==> src/rtl/reorder_buffer.sv <==
// Reorder buffer: circular in-order completion buffer in front of the
// architectural register file. Entries are allocated at issue, filled out of
// order from the CDB, and retired strictly in order at the head.
//
// Optional build macro ROB_CDB_FORWARD_EN: when defined, a CDB broadcast is
// forwarded combinationally to the operand read ports and to the head commit
// path, saving one cycle on wakeup and on retire.
module reorder_buffer #(
    parameter int ROB_WIDTH = 3,
    parameter int REG_WIDTH = 5
) (
    input  logic                 clk,
    input  logic                 reset,
    input  logic                 issue,
    input  logic [REG_WIDTH-1:0] issue_arch_num,
    output logic                 issue_ready,
    output logic [ROB_WIDTH-1:0] issue_tag,
    input  logic                 cdb_valid,
    input  logic [ROB_WIDTH-1:0] cdb_tag,
    input  logic [31:0]          cdb_data,
    input  logic [ROB_WIDTH-1:0] read_tag   [2],
    output logic                 read_ready [2],
    output logic [31:0]          read_data  [2],
    output logic                 commit,
    output logic [REG_WIDTH-1:0] commit_arch_num,
    output logic [ROB_WIDTH-1:0] commit_tag,
    output logic [31:0]          commit_data,
    output logic [ROB_WIDTH:0]   count
);

    localparam int DEPTH = 1 << ROB_WIDTH;
    localparam logic [ROB_WIDTH:0] PTR_ONE = (ROB_WIDTH+1)'(1);

    // Pointers carry one extra MSB so full and empty are distinguishable.
    logic [ROB_WIDTH:0]   head_q, head_d;
    logic [ROB_WIDTH:0]   tail_q, tail_d;
    logic [DEPTH-1:0]     ready_q, ready_d;
    logic [REG_WIDTH-1:0] arch_q [DEPTH];
    logic [31:0]          data_q [DEPTH];

    logic [ROB_WIDTH-1:0] head_idx;
    logic [ROB_WIDTH-1:0] tail_idx;
    logic [ROB_WIDTH-1:0] cdb_offset;
    logic                 empty;
    logic                 full;
    logic                 issue_fire;
    logic                 cdb_hit;
    logic                 head_fwd;

    assign head_idx    = head_q[ROB_WIDTH-1:0];
    assign tail_idx    = tail_q[ROB_WIDTH-1:0];
    assign count       = tail_q - head_q;
    assign empty       = (head_q == tail_q);
    assign full        = (head_idx == tail_idx) && (head_q[ROB_WIDTH] != tail_q[ROB_WIDTH]);
    assign issue_ready = !full;
    assign issue_tag   = tail_idx;
    assign issue_fire  = issue && issue_ready;

    // A tag is occupied when its distance from head is below the occupancy.
    assign cdb_offset  = cdb_tag - head_idx;
    assign cdb_hit     = cdb_valid && ({1'b0, cdb_offset} < count);

`ifdef ROB_CDB_FORWARD_EN
    assign head_fwd    = cdb_valid && (cdb_tag == head_idx) && !empty;
`else
    assign head_fwd    = 1'b0;
`endif

    assign commit          = !empty && (ready_q[head_idx] || head_fwd);
    assign commit_arch_num = arch_q[head_idx];
    assign commit_tag      = head_idx;
    assign commit_data     = head_fwd ? cdb_data : data_q[head_idx];

    // Operand lookup for the dispatcher, with optional same-cycle CDB bypass.
    always_comb begin
        for (int i = 0; i < 2; i++) begin
            read_ready[i] = ready_q[read_tag[i]];
            read_data[i]  = data_q[read_tag[i]];
`ifdef ROB_CDB_FORWARD_EN
            if (cdb_valid && (cdb_tag == read_tag[i])) begin
                read_ready[i] = 1'b1;
                read_data[i]  = cdb_data;
            end
`endif
        end
    end

    // Next-state for pointers and ready bits; commit clear takes precedence
    // over a CDB write to the head so a forwarded retire leaves ready low.
    always_comb begin
        head_d  = head_q;
        tail_d  = tail_q;
        ready_d = ready_q;
        if (cdb_hit) begin
            ready_d[cdb_tag] = 1'b1;
        end
        if (issue_fire) begin
            ready_d[tail_idx] = 1'b0;
            tail_d            = tail_q + PTR_ONE;
        end
        if (commit) begin
            ready_d[head_idx] = 1'b0;
            head_d            = head_q + PTR_ONE;
        end
    end

    // Control state register; reset flushes every in-flight entry.
    always_ff @(posedge clk) begin
        if (reset) begin
            head_q  <= '0;
            tail_q  <= '0;
            ready_q <= '0;
        end else begin
            head_q  <= head_d;
            tail_q  <= tail_d;
            ready_q <= ready_d;
        end
    end

    // Entry payload storage; validity is governed solely by ready_q.
    always_ff @(posedge clk) begin
        if (cdb_hit) begin
            data_q[cdb_tag] <= cdb_data;
        end
        if (issue_fire) begin
            arch_q[tail_idx] <= issue_arch_num;
        end
    end

endmodule

==> config.mk <==
export PLATFORM = sky130hd
export DESIGN_NAME = reorder_buffer
export DESIGN_NICKNAME = d
export VERILOG_FILES = /design/src/rtl/reorder_buffer.sv
export SDC_FILE = /design/constraint.sdc
export NUM_CORES = 1
export LEC_CHECK = 0
export ABC_CLOCK_PERIOD_IN_PS = 6020
export BUFFER_PORTS_ARGS = -buffer_cell sky130_fd_sc_hd__buf_2
export CORE_ASPECT_RATIO = 0.75
export CORE_MARGIN = 1.5
export CORE_UTILIZATION = 40
export CTS_CLUSTER_SIZE = 8
export DETAILED_ROUTE_END_ITERATION = 12
export HOLD_SLACK_MARGIN = 0.12
export PLACE_DENSITY = 0.6
export SYNTH_ARGS = -nofsm -noshare
export SYNTH_HDL_FRONTEND = slang
export SYNTH_SLANG_ARGS = --single-unit
==> constraint.sdc <==
create_clock -name clk -period 6.02 [get_ports clk]
set_input_delay 0.903 -clock clk [delete_from_list [all_inputs] [get_ports clk]]
set_output_delay 0.903 -clock clk [all_outputs]
set_load 0.05 [all_outputs]
==> flow_metrics.tcl <==
set metrics [dict create \
    die_area_sq_um 41600 \
    powerDensity_nw_per_um2 280 \
    post_synth_mux_area_share_pct 36.2 \
    maxClockFrequency_mhz 245 \
    via_total_after_detailed_routing 8868 \
    worstHoldStart "head_q[3]$_SDFFE_PP0P_" \
    maximum_number_of_pins_on_one_net_before_global_route_repair 67 \
    startpoint_type "input pin" \
    htree_depth 2 \
    tritoncts_sinks 315 \
    highest_layer "met5" \
    clock_insertion_delay_worst_skew_ns 0.54 \
    timing.setup.tns_ns 0 \
    post_synth_xor_area_fraction_pct 0.434 \
    required_ns 5.12 \
    drt_drc_violations_left 0 \
    syn_to_final_growth_pct 16.6 \
    detailedRoute.firstIterationViolations 875 \
    yosys.area_share.adder_pct 0.867 \
    hp_class "reg -> reg" \
    timing.final.max_slew_violations 0 \
    first_global_vias 9342 \
    crit_path_end_kind "output port" \
    setup.worst_path.class "in -> out" \
    power.sequential.fraction_pct 46.6 \
    postSynthAreaPerCell_sq_um 20.1 \
    power.switching_fraction_pct 24.4 \
    setup_repair_after_global_routing_missed_its_margin "no" \
    cell_internal_pwr_uw 4000 \
    finish.net_count 1031 \
    power.switching_uw 1290 \
    timing.final.setup_violations 0 \
    area_fraction_in_compound_gates_after_synthesis_pct 1.34 \
    clk_pin_slew_ns 0.05 \
    cts_inserted_buffers 45 \
    grt.total_usage_pct 19.7 \
    place.port_buffers 164 \
    max-cap-violations 0 \
    postSynthRegisterBits 315 \
    part_of_the_power_in_combinational_logic_pct 11.5 \
    layout.cell_area.non_filler_sq_um 18800 \
    clock_skew_ns 0.0212 \
    dp.final_hpwl_um 23700 \
    routedLengthMet1_um 17800 \
    placementRows 63 \
    critPathArrivalTime_ns 3.19 \
    timing.reg2reg.setup_slack_ns 2.14 \
    antenna_left 0 \
    synth_top_family_by_area "multiplexers" \
    post_cts.repair.setup_buffers 0 \
    ys_types 37 \
    ios 165 \
    utilization_after_layout_pct 47.5 \
    chipHeight_um 177 \
    share_of_final_layout_standard_cells_stronger_than_drive_strength_1_pct 57.5 \
    post_synthesis_cell_area_sq_um 16200 \
    ir_drop_v 0.000165 \
    worstReg2RegStart "head_q[0]$_SDFFE_PP0P_" \
    ys.warnings.count 0 \
    drt-vias-per-instance 5.90 \
    routedWlPerCell_um 26.9 \
    setup.worst_path.start "read_tag[3]" \
    slew_headroom_pct 25.7 \
    mappedNetlistNets 866 \
    routabilityCongestion 0.740 \
    synth_sequential_area_ratio_pct 57.4 \
    cts.root.buffer_cell "sky130_fd_sc_hd__clkbuf_16" \
    firstDrtPassIters 5 \
    synth_simple_gate_area_share_pct 1.72 \
    clock_tree.buffer_depth 3 \
    antenna_found_initial 3 \
    syn_inst 806 \
    holdBufCountCts 0 \
    r2r.worst_path.cells 9 \
    routed-wl-met2_um 19700 \
    cellLeakagePower_uw 0.00613 \
    path_max_fanout 42 \
    finalCritPeriodShare_pct 67.9 \
    worstHoldPathCells 2 \
    cts_tree "built" \
    grt_pass1_wl_um 60300 \
    power_frac_clock_pct 41.8 \
    placeableCoreArea_sq_um 39600 \
    floorplan.die.width_um 235 \
    placement.cell_area_sq_um 17600 \
    postRouteWirelength_um 40500 \
    hold-worst-slack_ns 0.545 \
    initial_core_util_pct 40.8 \
    grt_remaining_overflow 0 \
    outcome "complete, no violations" \
    cts_resized 0 \
    met3RoutedLength_um 2390 \
    tightest_slew_ns 1.11 \
    period_minus_slack_ns 4.09 \
    finalHoldViolations 0 \
]
## metal layers
| metal | vias to the layer above | GRT usage (%) |
|---|---|---|
| met5 | - | 0 |
| met4 | 2 | 4.38 |
| met3 | 48 | 3.17 |
| met2 | 290 | 32.5 |
| met1 | 4715 | 27.8 |
| li1 | 3813 | - |
## final timing paths
| check | to |
|---|---|
| setup / recovery | read_data[49] |
| hold / removal | head_q[3]$_SDFFE_PP0P_ |
| setup reg to reg | data_q[2][18]$_DFFE_PP_ |
| hold reg to reg | head_q[3]$_SDFFE_PP0P_ |
## sequential cells by signal, indices dropped and copies added (netlist names), named ones only
register / cells
arch_q: 40
head_q: 4
data_q: 256
ready_q: 8
tail_q: 4
## cells in the mapped netlist
library cell               instances  area share, %
sky130_fd_sc_hd__nor4_1            2          0.077
sky130_fd_sc_hd__nor2_1           17           0.39
sky130_fd_sc_hd__nor3_1            6           0.19
sky130_fd_sc_hd__mux4_2          206             29
sky130_fd_sc_hd__inv_1            12           0.28
sky130_fd_sc_hd__xnor2_1           6           0.33
sky130_fd_sc_hd__buf_4             6           0.28
sky130_fd_sc_hd__nor2b_1           1          0.039
sky130_fd_sc_hd__mux2_2          103            7.2
sky130_fd_sc_hd__xor2_1            2           0.11
sky130_fd_sc_hd__buf_1            13           0.30
sky130_fd_sc_hd__edfxtp_1        296             55
sky130_fd_sc_hd__buf_2            16           0.50
sky130_fd_sc_hd__o21ai_0           5           0.15
sky130_fd_sc_hd__nand3_1           3          0.093
sky130_fd_sc_hd__nor4bb_1          1          0.062
sky130_fd_sc_hd__o22ai_1           2          0.077
sky130_fd_sc_hd__nor3b_1           2          0.093
sky130_fd_sc_hd__fa_1              2           0.25
sky130_fd_sc_hd__a221oi_4          1           0.16
sky130_fd_sc_hd__and2_1            1          0.039
sky130_fd_sc_hd__nor4b_1           2           0.11
sky130_fd_sc_hd__o211ai_1          2          0.093
sky130_fd_sc_hd__and3b_1           1          0.054
sky130_fd_sc_hd__nand2_1           8           0.19
sky130_fd_sc_hd__o21a_1            1          0.046
sky130_fd_sc_hd__ha_1              8           0.62
sky130_fd_sc_hd__o221a_1           1          0.070
sky130_fd_sc_hd__a21oi_1           5           0.15
sky130_fd_sc_hd__clkbuf_1         32           0.74
sky130_fd_sc_hd__mux2i_1           5           0.31
sky130_fd_sc_hd__dfxtp_1          19            2.4
sky130_fd_sc_hd__nand2b_1          6           0.23
sky130_fd_sc_hd__or3_1             2          0.077
sky130_fd_sc_hd__o221a_2           7           0.49
sky130_fd_sc_hd__a21o_1            2          0.093
sky130_fd_sc_hd__or2_2             2          0.077
## stage by stage
step           worst slack [ns]  power [uW]  cells
2_1_floorplan             0.671        2950    806
3_3_place_gp               1.79        3120   1444
3_5_place_dp               1.71        3120   1444
4_1_cts                    1.86        5350   1503
5_1_grt                    1.75        5460   1503
6_report                   1.93        5290   1504
## power groups by stage
stage / clock, uW / combinational (uW) / sequential [uW]
finish: 2210 / 610 / 2470
detailed placement: 0 / 618 / 2510
floorplan: 0 / 447 / 2500
global placement: 0 / 616 / 2500
global route: 2350 / 646 / 2470
CTS: 2270 / 620 / 2460
## cells in the final DEF (no fill, tap or decap), types with 3 or more instances in the layout
cell type	instances
sky130_fd_sc_hd__o221a_2	7
sky130_fd_sc_hd__inv_1	12
sky130_fd_sc_hd__nand2b_1	6
sky130_fd_sc_hd__edfxtp_1	296
sky130_fd_sc_hd__xnor2_1	6
sky130_fd_sc_hd__buf_4	20
sky130_fd_sc_hd__nand2_1	8
sky130_fd_sc_hd__mux2i_1	5
sky130_fd_sc_hd__ha_1	8
sky130_fd_sc_hd__nor2_1	17
sky130_fd_sc_hd__buf_12	3
sky130_fd_sc_hd__dfxtp_1	16
sky130_fd_sc_hd__buf_2	162
sky130_fd_sc_hd__mux2_2	103
sky130_fd_sc_hd__clkbuf_1	10
sky130_fd_sc_hd__nand3_1	3
sky130_fd_sc_hd__nor3_1	4
sky130_fd_sc_hd__a21oi_1	5
sky130_fd_sc_hd__o21ai_0	5
sky130_fd_sc_hd__clkbuf_16	45
sky130_fd_sc_hd__mux4_2	206
## kinds of logic (layout without fill, tap and decap cells)
family | count (synthesis) | count (layout)
DFF | 315 | 315
muxes | 314 | 314
buffers and inverters | 79 | 256
and+or+nand+nor | 54 | 54
AOI/OAI and AO/OA | 26 | 26
adders and majority gates | 10 | 10
xor gates and xnor gates | 8 | 8
other | 0 | 1
## critical path: stages
cell	delay [ns]
sky130_fd_sc_hd__buf_4	0.69
sky130_fd_sc_hd__buf_4	0.46
sky130_fd_sc_hd__mux4_2	0.55
sky130_fd_sc_hd__mux2_2	0.29
sky130_fd_sc_hd__buf_2	0.22
## cell type report
type	instances	area, sq um
diodes	1	2.50
clock buffers	55	1160
clock inverters	4	48.8
fillers	3279	20800
inverters	12	45.0
multi-input cells	412	6640
flip-flops and latches	315	9280
well taps	520	651
repair buffers	185	1020
Power figures use the tool's default switching activity.
